File: config.mk
export PLATFORM = sky130hd
export DESIGN_NAME = tama_needs_fsm
export DESIGN_NICKNAME = d
export VERILOG_FILES = /design/src/rtl/tama_needs_fsm.sv
export SDC_FILE = /design/constraint.sdc
export NUM_CORES = 1
export LEC_CHECK = 0
export ABC_AREA = 0
export BUFFER_PORTS_ARGS = -buffer_cell sky130_fd_sc_hd__buf_4
export CELL_PAD_IN_SITES_DETAIL_PLACEMENT = 0
export CELL_PAD_IN_SITES_GLOBAL_PLACEMENT = 1
export CORE_MARGIN = 10
export CORE_UTILIZATION = 42
export DETAILED_ROUTE_END_ITERATION = 7
export PLACE_DENSITY_LB_ADDON = 0.1
export SLEW_MARGIN = 20
export SYNTH_ARGS = -nofsm -noshare
export SYNTH_HDL_FRONTEND = slang
export SYNTH_SLANG_ARGS = --single-unit
File: constraint.sdc
create_clock -name clk -period 2.7 [get_ports clk]
set_input_delay 0.135 -clock clk [delete_from_list [all_inputs] [get_ports clk]]
set_output_delay 0.135 -clock clk [all_outputs]
set_load 0.005 [all_outputs]
File: src/rtl/tama_needs_fsm.sv
// Need-level tracker and one-hot pet-state FSM feeding the display/sprite logic.
// Define TAMA_DEATH_EN to make the sticky DEATH state reachable.
module tama_needs_fsm #(
  parameter int unsigned TICK_DIV      = 5,
  parameter int unsigned N_NEEDS       = 2,
  parameter int unsigned LVL_W         = 3,
  parameter int unsigned LVL_MAX       = 4,
  parameter int unsigned LOW_TH        = 1,
  parameter int unsigned DECAY_TICKS   = 4,
  parameter int unsigned RECOVER_TICKS = 2,
  parameter int unsigned FEED_STEP     = 2,
  parameter int unsigned DEATH_TICKS   = 3
) (
  input  logic                       clk,
  input  logic                       rst,
  input  logic                       botonSleep,
  input  logic                       botonAwake,
  input  logic [N_NEEDS-1:0]         botonFeed,
  output logic [N_NEEDS*LVL_W-1:0]   level_bus,
  output logic [N_NEEDS-1:0]         low_mask,
  output logic                       game_tick,
  output logic                       sign_IDLE,
  output logic                       sign_NEUTRAL,
  output logic                       sign_LOW,
  output logic                       sign_SLEEP,
  output logic                       sign_DEATH
);

  localparam int unsigned TICK_W = $clog2(TICK_DIV);
  localparam int unsigned DEC_W  = $clog2(DECAY_TICKS + 1);
  localparam int unsigned REC_W  = $clog2(RECOVER_TICKS + 1);
  localparam int unsigned SUM_W  = LVL_W + $clog2(FEED_STEP + 1) + 1;

  typedef enum logic [4:0] {
    S_IDLE    = 5'b00001,
    S_NEUTRAL = 5'b00010,
    S_LOW     = 5'b00100,
    S_SLEEP   = 5'b01000,
    S_DEATH   = 5'b10000
  } state_e;

  state_e              state_q, state_d;
  logic [TICK_W-1:0]   tick_cnt_q, tick_cnt_d;
  logic                tick_q, tick_d;
  logic                sleep_q, awake_q;
  logic [N_NEEDS-1:0]  feed_q;
  logic [LVL_W-1:0]    lvl_q [N_NEEDS];
  logic [LVL_W-1:0]    lvl_d [N_NEEDS];
  logic [DEC_W-1:0]    dec_q [N_NEEDS];
  logic [DEC_W-1:0]    dec_d [N_NEEDS];
  logic [REC_W-1:0]    rec_q, rec_d;
  logic [N_NEEDS-1:0]  low_q, low_d;

  logic                sleep_edge_c, awake_edge_c;
  logic [N_NEEDS-1:0]  feed_edge_c;
  logic                death_hit_c;
  logic                dec_hit;
  logic [SUM_W-1:0]    sum;

  assign sleep_edge_c = botonSleep & ~sleep_q;
  assign awake_edge_c = botonAwake & ~awake_q;
  assign feed_edge_c  = botonFeed & ~feed_q;

  // Tick divider, per-channel decay/feed, energy recovery while asleep.
  always_comb begin
    tick_cnt_d = tick_cnt_q + TICK_W'(1);
    tick_d     = 1'b0;
    if (tick_cnt_q == TICK_W'(TICK_DIV - 1)) begin
      tick_cnt_d = '0;
      tick_d     = 1'b1;
    end
    dec_hit = 1'b0;
    sum     = '0;
    for (int i = 0; i < N_NEEDS; i++) begin
      lvl_d[i] = lvl_q[i];
      dec_d[i] = dec_q[i];
      dec_hit  = 1'b0;
      if (state_q != S_DEATH) begin
        if (i == 0 && state_q == S_SLEEP) begin
          dec_d[i] = '0;
        end else if (tick_q) begin
          if (dec_q[i] == DEC_W'(DECAY_TICKS - 1)) begin
            dec_d[i] = '0;
            dec_hit  = 1'b1;
          end else begin
            dec_d[i] = dec_q[i] + DEC_W'(1);
          end
        end
        sum = SUM_W'(lvl_q[i]);
        if (i != 0 && feed_edge_c[i] && (state_q == S_NEUTRAL || state_q == S_LOW))
          sum = sum + SUM_W'(FEED_STEP);
        if (dec_hit && sum != '0)
          sum = sum - SUM_W'(1);
        if (sum > SUM_W'(LVL_MAX))
          sum = SUM_W'(LVL_MAX);
        lvl_d[i] = LVL_W'(sum);
      end
    end
    rec_d = '0;
    if (state_q == S_SLEEP) begin
      rec_d = rec_q;
      if (tick_q) begin
        if (rec_q == REC_W'(RECOVER_TICKS - 1)) begin
          rec_d = '0;
          if (lvl_q[0] < LVL_W'(LVL_MAX))
            lvl_d[0] = lvl_q[0] + LVL_W'(1);
        end else begin
          rec_d = rec_q + REC_W'(1);
        end
      end
    end
    for (int i = 0; i < N_NEEDS; i++)
      low_d[i] = (lvl_d[i] <= LVL_W'(LOW_TH));
  end

  // Pet-state next-state logic, driven by registered levels.
  always_comb begin
    state_d = state_q;
    case (state_q)
      S_IDLE: if (tick_q) state_d = S_NEUTRAL;
      S_NEUTRAL, S_LOW: begin
        state_d = (|low_q) ? S_LOW : S_NEUTRAL;
        if (sleep_edge_c && !awake_edge_c) state_d = S_SLEEP;
      end
      S_SLEEP: begin
        if (awake_edge_c || lvl_q[0] == LVL_W'(LVL_MAX))
          state_d = (|low_q) ? S_LOW : S_NEUTRAL;
      end
      S_DEATH: state_d = S_DEATH;
      default: state_d = S_IDLE;
    endcase
    if (death_hit_c) state_d = S_DEATH;
  end

  always_ff @(posedge clk) begin
    if (rst) begin
      state_q    <= S_IDLE;
      tick_cnt_q <= '0;
      tick_q     <= 1'b0;
      sleep_q    <= 1'b0;
      awake_q    <= 1'b0;
      feed_q     <= '0;
      rec_q      <= '0;
      low_q      <= '0;
      for (int i = 0; i < N_NEEDS; i++) begin
        lvl_q[i] <= LVL_W'(LVL_MAX);
        dec_q[i] <= '0;
      end
    end else begin
      state_q    <= state_d;
      tick_cnt_q <= tick_cnt_d;
      tick_q     <= tick_d;
      sleep_q    <= botonSleep;
      awake_q    <= botonAwake;
      feed_q     <= botonFeed;
      rec_q      <= rec_d;
      low_q      <= low_d;
      for (int i = 0; i < N_NEEDS; i++) begin
        lvl_q[i] <= lvl_d[i];
        dec_q[i] <= dec_d[i];
      end
    end
  end

`ifdef TAMA_DEATH_EN
  localparam int unsigned DTH_W = $clog2(DEATH_TICKS + 1);
  logic [DTH_W-1:0] death_q, death_d;
  logic             any_zero_c;

  // Counts ticks spent with some channel empty; frozen once dead.
  always_comb begin
    any_zero_c = 1'b0;
    for (int i = 0; i < N_NEEDS; i++)
      if (lvl_q[i] == '0) any_zero_c = 1'b1;
    death_d = death_q;
    if (state_q != S_DEATH) begin
      if (!any_zero_c)
        death_d = '0;
      else if (tick_q && death_q != DTH_W'(DEATH_TICKS))
        death_d = death_q + DTH_W'(1);
    end
    death_hit_c = (state_q != S_IDLE) && (state_q != S_DEATH) &&
                  (death_d == DTH_W'(DEATH_TICKS));
  end

  always_ff @(posedge clk) begin
    if (rst) death_q <= '0;
    else     death_q <= death_d;
  end

  assign sign_DEATH = (state_q == S_DEATH);
`else
  assign death_hit_c = 1'b0;
  assign sign_DEATH  = 1'b0;
`endif

  for (genvar g = 0; g < N_NEEDS; g++) begin : g_bus
    assign level_bus[g*LVL_W +: LVL_W] = lvl_q[g];
  end

  assign low_mask     = low_q;
  assign game_tick    = tick_q;
  assign sign_IDLE    = (state_q == S_IDLE);
  assign sign_NEUTRAL = (state_q == S_NEUTRAL);
  assign sign_LOW     = (state_q == S_LOW);
  assign sign_SLEEP   = (state_q == S_SLEEP);

endmodule

### Word-level counts from Yosys, hierarchy flattened

Memory sizes are Yosys's and may differ from the RTL's.
Index checks and enable logic that the tools add are counted.

* input port bits: 6
* output and inout bits: 14
* register bits after elaboration: 17
* memories kept: 2
* logic and storage cells: 103
* memory bits (writable): 12

* multiplexer cells: 42
* magnitude comparators: 5
* eq/ne operators: 13
* reductions and logical operators: 14
* add/subtract/negate cells: 8
* bitwise gates (word level): 11

Memories
* dec_q: depth 2, bits a word 3, read ports 2, clocked after memory_dff 0, write ports 2, RTL line 49 `logic [DEC_W-1:0] dec_q [N_NEEDS];`
* lvl_q: depth 2, bits a word 3, read ports 2, clocked after memory_dff 0, write ports 2, RTL line 47 `logic [LVL_W-1:0] lvl_q [N_NEEDS];`

Operators with widths (count)
* $mux 3: 20
* $mux 6: 5
* $pmux 5 s4: 1
* $add 3x1->3 const B: 4
* $gt 6x3->1 const B: 2
* $mux 1: 11
* $mux 5: 2
* $mux 4: 2
* $reduce_or 2->1: 4
* $eq 3x2->1 const B: 2
* $eq 3x3->1 const B: 2
* $le 3x1->1 const B: 2
* $reduce_bool 6->1: 1
* $sub 6x1->6 const B: 1
* $eq 5x1->1 const B: 1
* $eq 5x2->1 const B: 1
* $eq 5x3->1 const B: 1
* $eq 5x4->1 const B: 1
* $eq 5x5->1 const B: 1
* $ne 5x5->1 const B: 1
* $add 3x2->4 const B: 1
* $logic_and 1x1->1: 4
* $ne 2x1->1 const B: 2
* $or 1x1->1: 4
* other kinds (13): 17

### Depth between registers and ports, before layout

Gate-level depths: netlist (run 1).
An unclocked memory read counts as a cell.

* depth in word-level cells: 17
* depth in mapped cells: 7
* mapped depth without buffers: 7

### Worst setup path after synthesis (run 1)

No wires, ideal clock.

* path type: reg2reg
* from: register state_q[4]
* to: register low_q[1] (netlist: low_mask[1])
* cell stages (with the launch flop): 7
* arrival time: 1809 ps
* setup time: 117 ps
* period minus slack after synthesis: 1926 ps
* slack: 774 ps
* path buffers: 1
* required time: 2583 ps
* path through: dfxtp_1 > or4b_4 > or3_1 > buf_2 > a22oi_2 > nor3_1 > a22o_1

* word-level cells in the longest chain between the ends: 13
* elaborated cells on any way between the ends: 16
* classes of those cells: add/sub (1); order compare (2); eq/ne (3); mux (6); reduce/logical (4)

Ends and longest elaborated chain
* start: declaration: RTL line 42 `state_e state_q, state_d;`
* start signal: assignment: RTL line 150 `state_q <= state_d;`
* branches (longest 11 deep; another with $sub 6x1->6)
* $mux 3 *: RTL line 78 `if (state_q != S_DEATH) begin`
* $le 3x1->1 *: RTL line 113 `low_d[i] = (lvl_d[i] <= LVL_W'(LOW_TH));`
* end signal: assignment: RTL line 157 `low_q <= low_d;`
* end: declaration: RTL line 52 `logic [N_NEEDS-1:0] low_q, low_d;`

Every way passes the cells marked *. The select of a mux whose other input is x is not followed.
A chain may end at the register's enable or synchronous reset.

### Worst setup path in the final report (run 1)

Ends and elaborated chain as after synthesis.

==> results of run 1 <==
## final cells by class
type | instances | area, um2 | share of cell area
clock buffer | 3 | 41.29 | 0.02369
sequential | 28 | 560.5 | 0.3216
inverter | 9 | 33.78 | 0.01938
timing repair buffer | 20 | 150.1 | 0.08615
multi-input combinational | 137 | 899.6 | 0.5162
tap | 46 | 57.56 | 0.03302
## critical path, stage by stage (launching register included)
cell     delay [ns]
dfxtp_1        0.40
or4b_4         0.57
or3_1          0.43
a22oi_2        0.28
nor3_1         0.08
a22o_1         0.24
## kinds of logic (layout without fill, tap and decap cells)
family	after synthesis	after routing	synth area share
fa+ha+maj	8	8	0.06526
flops	28	28	0.3654
mux	2	2	0.01305
compound gates	46	46	0.2047
simple gates	78	78	0.2895
buf+inv	18	32	0.04812
other cells	1	1	0.002445
xor+xnor	2	2	0.01142
## Yosys cell counts, types with 4 or more instances
| cell | count | area (um2) |
|---|---|---|
| o21ai_0 | 10 | 50.05 |
| inv_1 | 9 | 33.78 |
| dfxtp_1 | 28 | 560.5 |
| nor4_1 | 4 | 25.02 |
| nor3_1 | 11 | 55.05 |
| ha_1 | 8 | 100.1 |
| nand2_1 | 15 | 56.30 |
| clkbuf_1 | 6 | 22.52 |
| a21oi_1 | 8 | 40.04 |
| nor2b_1 | 10 | 62.56 |
| a211oi_1 | 4 | 30.03 |
| nor2_1 | 13 | 48.80 |
## worst max path at each step
| stage | endpoint | slack, ns | depth (start not counted) |
|---|---|---|---|
| after floorplan | low_mask[1] | 0.77 | 6 |
| after global placement | low_mask[1] | 0.67 | 5 |
| after detailed placement | low_mask[1] | 0.61 | 5 |
| after CTS | low_mask[1] | 0.59 | 5 |
| after global routing | lvl_q[0][0] | 0.42 | 5 |
| final | low_mask[1] | 0.58 | 5 |
## power by group
part | internal (W) | switching [W]
Clock | 0.000100 | 0.000120
Sequential | 0.000427 | 0.0000185
Combinational | 0.0000570 | 0.0000662
Total | 0.000584 | 0.000205
## flip-flops by register name (all words and copies together), names as in the netlist, 2 cells and up, named ones only
register and flops:
dec_q 6, low_mask 2, lvl_q 5, rec_q 2, state_q 5, tick_cnt_q 3
## metal layers
layer	GRT usage	vias to the layer above
li1	-	689
met1	0.1346	635
met2	0.1863	27
met3	0.03229	2
met4	0.01585	0
met5	0	-
## stage by stage
stage / util / area (um2) / std cells / hold slack [ns] / power, W
floorplan: - / 1534 / 183 / 0.2632 / 0.0005388
global placement: 0.4944 / 1702 / 240 / 0.3561 / 0.0005749
detailed placement: 0.4944 / 1702 / 240 / 0.3673 / 0.0005788
CTS: 0.5064 / 1743 / 243 / 0.08613 / 0.0008019
global route: 0.5064 / 1743 / 243 / 0.08722 / 0.0008337
finish: 0.5064 / 1743 / 243 / 0.08802 / 0.0007896
==> metrics.csv, run 1 <==
metric,value,unit
synth_edf_count,0,
drtAntennaViolNets,0,
dr.pass1.iters,4,
min_path_type,in -> reg,
rr_endpoint,low_mask[1],
syn_avg_cell_area,8.382,um2
final_common_cell,dfxtp_1,
fin_ws,0.5847,ns
setup_viol,0,
synth_ff_type,dfxtp_1,
leakagePower,0.6814,nW
drc,0,
ys_ff_latch,28,
met3WireLength,184,um
yosysSeqAreaShare,0.3654,
rr_startpoint,state_q[4],
ir_worst_vdd,0.0003012,V
clkTransAtPathRegs,0.09,ns
fin_setup_tns,0,ns
dp_hpwl,2.647,mm
wl_met1,1.586,mm
clock_skew,0.002230,ns
grt_usage,0.1095,
nets,213,
hold_viol,0,
path_max_fanout,9,
n_antenna_cell,0,
synth_cell_types,47,
io_buffers,17,
yosysWarnings,0,
globalRoute.totalOverflow,0,
setup.reg_to_reg.worst_slack,0.58,ns
required,2.87,ns
slew_headroom,0.6435,
netlist_instances,183,
drt_iter0_drc,155,
vias,1353,
wl_met2,1.685,mm
ff2ff_path_depth,5,
clock_latency,0.27,ns
grt_pass1_wl,5.871,mm
tightest_slew,0.5324,ns
post-cts-setup-buffer-count,0,
fillCellCount,328,
status,"complete, no violations",
start_util,0.4457,
numCtsBuffers,3,
cap_violations,0,
place.gp.congestion,0.8282,
areaGrowthSynthToFinish,13.62,%
cts_root_buf,clkbuf_8,
cts_max_path_buffers,2,
max_freq,0.4728,GHz
rsz0062_at_grt,false,
postCtsHoldBufs,0,
grt_pass1_vias,1302,
p_per_area,453.0,nW/um2
synth_nets,197,
antenna_found_initial,0,
crit_start,state_q[4],
dieArea,6470,um2
maxSlewViolCount,0,
cts_tree,done,
worstPathArrival,2.28,ns
synth_area,1534,um2
hold_path.startpoint,botonAwake,
dr.max_layer_used,met4,
min_to,awake_q,
path_class,reg -> reg,
min_period_over_period,0.7834,
core,3442,um2
start_kind,flop,
via_per_inst,5.568,
crit_path_end_kind,flop,
grt_max_degree,28,
finalCriticalPeriod,2.115,ns
die_w,80.44,um
clkSinkCount,28,
drive_gt1_frac,0.1472,
wl_per_cell,14.29,um
synthArstFlopShare,0,
cts_max_level,1,
die_h,80.44,um
cts_resized,0,
routed_wl,3.472,mm
std_cell_rows,21,
mostFrequentLayoutCells,"28 x dfxtp_1, 20 x buf_4, 15 x nand2_1, 13 x nor2_1, 11 x nor3_1",
place_ws,0.6084,ns
ios,20,
hold_depth,2,
No activity file was read; power rests on OpenSTA's default activity.
==> run 2: changes to the inputs <==
- ABC_AREA: 0 -> 1
- CORE_UTILIZATION: 42 -> 37
- clock period: 2.7 -> 1.9 ns (I/O delays scaled with it)
==> run 2 against run 1 <==
Design area grew 3.5%. Setup slack worse by 0.37 ns. Non-clock buffer count rose by 1. Fmax rose by 25%. Synthesized cell count rose by 11%. Sequential power increased by 41%. Critical path type unchanged. Largest cell class unchanged. Highest routed layer unchanged.
==> metrics.csv, run 2 <==
metric,value,unit,change
synth_common_cells,"39 x inv_1, 28 x dfxtp_1, 27 x nand2_1",,"was 28 x dfxtp_1, 15 x nand2_1, 13 x nor2_1"
globalRoute.totalOverflow,0,,unchanged
yosys-top-cells-area,"dfxtp_1 37%, inv_1 9.7%, nand2_1 6.7%, ha_1 6.6%, a21oi_1 5.0%",,"was dfxtp_1 37%, ha_1 6.5%, nor2b_1 4.1%, nand2_1 3.7%, nor3_1 3.6%"
ir_worst_vdd,0.0005108,V,was 0.0003012 V
synth_nets,217,,was 197
core,3971,um2,was 3442 um2
fin_area,1804,um2,was 1743 um2
drc,0,,unchanged
drt_iter0_drc,89,,was 155
path_delay_family,simple AND/OR/NAND/NOR gates,,unchanged
synth_cell_types,34,,was 47
maxSlewViolCount,0,,unchanged
path_cells,"nor2_1, nand3_2, nand2_4, nand3_2, nand2_2, inv_2, a31oi_4, inv_2, o21ai_2, nor2_2",,"was or4b_4, or3_1, a22oi_2, nor3_1, a22o_1"
min_period_over_period,0.8873,,was 0.7834
clock_latency,0.27,ns,about the same
crit_path_end_kind,flop,,unchanged
clkSinkCount,28,,unchanged
clkTransAtPathRegs,0.09,ns,about the same
setup_viol,0,,unchanged
yosysWarnings,0,,unchanged
final_common_cell,inv_1,,was dfxtp_1
routed_wl,3.332,mm,was 3.472 mm
dr.pass1.iters,4,,unchanged
p_per_area,697.6,nW/um2,was 453.0 nW/um2
rsz0062_at_grt,false,,unchanged
largest_register_ffs,6,,unchanged
cap_violations,0,,unchanged
fin_setup_tns,0,ns,unchanged
max_freq,0.5932,GHz,was 0.4728 GHz
nets,241,,was 213
numCtsBuffers,3,,unchanged
grt_pass1_vias,1272,,was 1302
postCtsHoldBufs,0,,unchanged
start_kind,flop,,unchanged
power.internal,0.0009614,W,was 0.0005844 W
synthArstFlopShare,0,,unchanged
std_cell_rows,23,,was 21
synth_top_area_share,0.3699,,was 0.3654
switchingPower,0.0002973,W,was 0.0002052 W
wl_per_cell,12.07,um,was 14.29 um
switching_share,0.2362,,was 0.2599
synth_most_common_cell,inv_1,,was dfxtp_1
die_h,84.00,um,was 80.44 um
via_per_inst,4.750,,was 5.568
synth_edf_count,0,,unchanged
combPwrFrac,0.132,,was 0.156
die_w,84.00,um,was 80.44 um
place.gp.congestion,0.8380,,was 0.8282
grt_pass1_wl,5.837,mm,was 5.871 mm
cts_root_buf,clkbuf_8,,unchanged
seq_power_share,0.501,,was 0.565
path_max_fanout,8,,was 9
crit_buf_inv,2,,was 0
drtAntennaViolNets,0,,unchanged
cts_max_path_buffers,2,,unchanged
post-cts-setup-buffer-count,0,,unchanged
max_stage_delay,0.35,ns,was 0.57 ns
dieArea,7055,um2,was 6470 um2
ys_ff_latch,28,,unchanged
drive_gt1_frac,0.2301,,was 0.1472
clock_skew,0.003646,ns,was 0.002230 ns
vias,1311,,was 1353
finalPower,0.001259,W,was 0.0007896 W
required,2.07,ns,was 2.87 ns
grt_max_degree,17,,was 28
min_path_type,in -> reg,,unchanged
cp_slowest_cell,dfxtp_1,,was or4b_4
synth_ff_type,dfxtp_1,,unchanged
syn_avg_cell_area,7.464,um2,was 8.382 um2
clockPowerShare,0.367,,was 0.279
antenna_found_initial,0,,unchanged
io_buffers,17,,unchanged
place_area,1724,um2,was 1702 um2
dp_hpwl,2.661,mm,was 2.647 mm
synth_area,1515,um2,was 1534 um2
reg_top3,"dec_q: 6 flops, lvl_q: 5 flops, state_q: 5 flops",,unchanged
start_util,0.3815,,was 0.4457
ios,20,,unchanged
n_antenna_cell,0,,unchanged
cts_max_level,1,,unchanged
status,"complete, no violations",,unchanged
top_register,dec_q,,unchanged
leakagePower,0.8408,nW,was 0.6814 nW
fillCellCount,408,,was 328
finalCriticalPeriod,1.686,ns,was 2.115 ns
cts_tree,done,,unchanged
netlist.top_cell.by_area,dfxtp_1,,unchanged
path_class,reg -> reg,,unchanged
mostFrequentLayoutCells,"39 x inv_1, 27 x nand2_1, 27 x dfxtp_1, 21 x buf_4, 20 x nor2_1",,"was 28 x dfxtp_1, 20 x buf_4, 15 x nand2_1, 13 x nor2_1, 11 x nor3_1"
hold_viol,0,,unchanged
netlist_instances,203,,was 183
worstPathArrival,1.86,ns,was 2.28 ns
yosysSeqAreaShare,0.3699,,was 0.3654
grt_usage,0.09691,,was 0.1095
areaGrowthSynthToFinish,19.08,%,was 13.62%
## run 2: worst paths after layout
| path | startpoint | end | slack [ns] | cells past startpoint |
|---|---|---|---|---|
| setup / recovery | state_q[3] | low_mask[1] | 0.21 | 10 |
| hold / removal | botonAwake | awake_q | 0.04 | 3 |
| setup reg to reg | state_q[3] | low_mask[1] | 0.21 | 10 |
| hold reg to reg | rec_q[1] | rec_q[1] | 0.45 | 2 |
## run 2: metal layers
metal	vias up	track usage	wire length, um
li1	691	-	-
met1	600	0.1211	1581
met2	18	0.1561	1579
met3	2	0.03320	152
met4	0	0.01979	19
met5	-	0	0
## run 2: kinds of logic after synthesis
family,synth area share
buf+inv,0.1090
compound gates,0.1148
simple gates,0.3204
other cells,0.002475
xor+xnor,0.01734
flops,0.3699
fa+ha+maj,0.06606
## run 2: per-stage QoR
stage | hold WS (ns) | setup WS [ns] | util | std cells
finish | 0.04282 | 0.2142 | 0.4543 | 276
global route | 0.03639 | 0.00001199 | 0.4543 | 276
CTS | 0.02832 | 0.1756 | 0.4521 | 276
detailed placement | 0.3224 | 0.2023 | 0.4342 | 272
global placement | 0.3216 | 0.2186 | 0.4342 | 272
floorplan | 0.1715 | 0.2437 | - | 203
## run 2: layout make-up
class,instances,area [um2],area share
Inverter,41,153.9,0.08530
Clock buffer,3,41.29,0.02288
Clock inverter,1,30.03,0.01664
Timing Repair Buffer,21,157.7,0.08738
Multi-Input combinational cell,132,797.0,0.4417
Sequential cell,28,561.8,0.3114
Tap cell,50,62.56,0.03467
## run 2: worst min-delay path: stages
cell and delay (ns):
buf_4 0.08, inv_1 0.04, nor2_1 0.07
## run 2: repair_timing
action / in CTS / in global routing
endpoints found under the setup margin: 0 / 2
resized for setup: 0 / 4
hold endpoints to repair: 0 / 0
## run 2: power groups by stage
stage / clock [W] / sequential (W) / combinational (W)
finish: 0.000461 / 0.000631 / 0.000166
global route: 0.000509 / 0.000635 / 0.000192
CTS: 0.000477 / 0.000631 / 0.000167
detailed placement: 0 / 0.000645 / 0.000165
global placement: 0 / 0.000643 / 0.000160
floorplan: 0 / 0.000640 / 0.000115
==> run 3: changes to the inputs <==
- MAX_ROUTING_LAYER: default -> met4
==> run 3 against run 2 <==
Die area is the same. Largest power group unchanged. Clock power is essentially flat. Hold slack is essentially flat. Global-route usage grew 0.26 points. Core utilization is the same. Highest routed layer unchanged.
==> metrics.csv, run 3 (synthesis gave the netlist of run 2 again) <==
metric,value,unit,change
status,"complete, no violations",,unchanged
hold_viol,0,,unchanged
min_to,awake_q,,unchanged
ir_worst_vdd,0.0005109,V,was 0.0005108 V
clock_latency,0.27,ns,about the same
mostFrequentLayoutCells,"39 x inv_1, 27 x nand2_1, 27 x dfxtp_1, 21 x buf_4, 20 x nor2_1",,unchanged
nets,241,,unchanged
cpMostUsedCell,inv_1,,
max_freq,0.5918,GHz,was 0.5932 GHz
fin_area,1804,um2,unchanged
p_per_area,697.5,nW/um2,was 697.6 nW/um2
rr_startpoint,lvl_q[0][1],,was state_q[3]
clkSinkCount,28,,unchanged
path_delay_family,simple AND/OR/NAND/NOR gates,,unchanged
std_cell_rows,23,,unchanged
min_period_over_period,0.8893,,was 0.8873
core,3971,um2,unchanged
numCtsBuffers,3,,unchanged
final_core_util,0.4543,,unchanged
start_util,0.3815,,unchanged
grt_max_degree,17,,unchanged
final_common_cell,inv_1,,unchanged
cap_violations,0,,unchanged
cp_slowest_cell,dfxtp_2,,was dfxtp_1
start_kind,flop,,unchanged
finalPower,0.001258,W,was 0.001259 W
drive_gt1_frac,0.2301,,unchanged
leakagePower,0.8408,nW,unchanged
reg_top3,"dec_q: 6 flops, lvl_q: 5 flops, state_q: 5 flops",,unchanged
rr_endpoint,low_mask[0],,was low_mask[1]
dr.pass1.iters,4,,unchanged
die_w,84.00,um,unchanged
clkTransAtPathRegs,0.09,ns,about the same
cts_max_level,1,,unchanged
fillCellCount,408,,unchanged
antenna_found_initial,0,,unchanged
place_ws,0.2023,ns,unchanged
dieArea,7055,um2,unchanged
grt_pass1_wl,5.830,mm,was 5.837 mm
drc,0,,unchanged
crit_buf_inv,3,,was 2
min_path_type,in -> reg,,unchanged
io_buffers,17,,unchanged
worstPathArrival,1.90,ns,was 1.86 ns
finalCriticalPeriod,1.690,ns,was 1.686 ns
cts_root_buf,clkbuf_8,,unchanged
rsz0062_at_grt,false,,unchanged
place.gp.congestion,0.8508,,was 0.8380
max_stage_delay,0.33,ns,was 0.35 ns
largest_register_ffs,6,,unchanged
drt_iter0_drc,89,,unchanged
routed_wl,3.338,mm,was 3.332 mm
grt_pass1_vias,1273,,was 1272
vias,1317,,was 1311
place_area,1724,um2,unchanged
die_h,84.00,um,unchanged
postCtsHoldBufs,0,,unchanged
top_register,dec_q,,unchanged
via_per_inst,4.772,,was 4.750
path_class,reg -> reg,,unchanged
globalRoute.totalOverflow,0,,unchanged
path_cells,"inv_1, ha_2, inv_1, o21ai_0, nor2_1, nand3_1, xnor2_1, inv_1, nand3_2, o21ai_1, nand3_1, a21oi_2",,"was nor2_1, nand3_2, nand2_4, nand3_2, nand2_2, inv_2, a31oi_4, inv_2, o21ai_2, nor2_2"
required,2.11,ns,was 2.07 ns
maxSlewViolCount,0,,unchanged
cts_max_path_buffers,2,,unchanged
crit_path_end_kind,flop,,unchanged
drtAntennaViolNets,0,,unchanged
setup_viol,0,,unchanged
fin_setup_tns,0,ns,unchanged
n_antenna_cell,0,,unchanged
path_max_fanout,3,,was 8
ios,20,,unchanged
grt_usage,0.09951,,was 0.09691
hold_depth,3,,unchanged
areaGrowthSynthToFinish,19.08,%,unchanged
clock_skew,0.003875,ns,was 0.003646 ns
dp_hpwl,2.661,mm,unchanged
hold_path.startpoint,botonAwake,,unchanged
cts_tree,done,,unchanged
setup.reg_to_reg.worst_slack,0.21,ns,about the same
ff2ff_path_depth,12,,was 10
fin_ws,0.2104,ns,was 0.2142 ns
wl_per_cell,12.09,um,was 12.07 um
## run 3: per-layer routing
layer,global-route usage,share of wire
met2,0.1561,0.47
met3,0.03125,0.042
met5,-,0
met4,0.01979,0.0069
met1,0.1222,0.48
## run 3: through the flow
step           std cells  hold WS, ns
2_1_floorplan        203       0.1715
3_3_place_gp         272       0.3216
3_5_place_dp         272       0.3224
4_1_cts              276      0.02832
5_1_grt              276      0.03646
6_report             276      0.04276
## run 3: cell type report
type,instances,area [um2],share of cell area
tap,50,62.56,0.03467
multi-input combinational,132,797.0,0.4417
sequential,28,561.8,0.3114
timing repair buffer,21,157.7,0.08738
inverter,41,153.9,0.08530
clock buffer,3,41.29,0.02288
clock inverter,1,30.03,0.01664
## run 3: how the worst max path moves through the flow
stage               cells past startpoint     endpoint  slack, ns   startpoint
floorplan                              12  low_mask[0]       0.24  lvl_q[0][0]
global placement                       12  low_mask[0]       0.22  lvl_q[0][1]
detailed placement                     12  low_mask[0]       0.20  lvl_q[0][1]
CTS                                    12  low_mask[0]       0.18  lvl_q[0][1]
global route                           12  low_mask[0]    0.00001  lvl_q[0][1]
finish                                 12  low_mask[0]       0.21  lvl_q[0][1]
## run 3: where the power goes
group          leakage [nW]  internal (W)  switching (W)
logic                 0.577     0.0000673      0.0000990
registers             0.228      0.000612      0.0000188
clock network        0.0357      0.000282       0.000179
total                 0.841      0.000961       0.000297
## run 3: repair_timing
item / CTS / global route
setup endpoints to repair: 0 / 2
gates resized for setup: 0 / 4
setup buffers: 0 / 0
## run 3: worst min-delay path, stage by stage
cell and delay (ns):
buf_4 0.08, inv_1 0.04, nor2_1 0.07
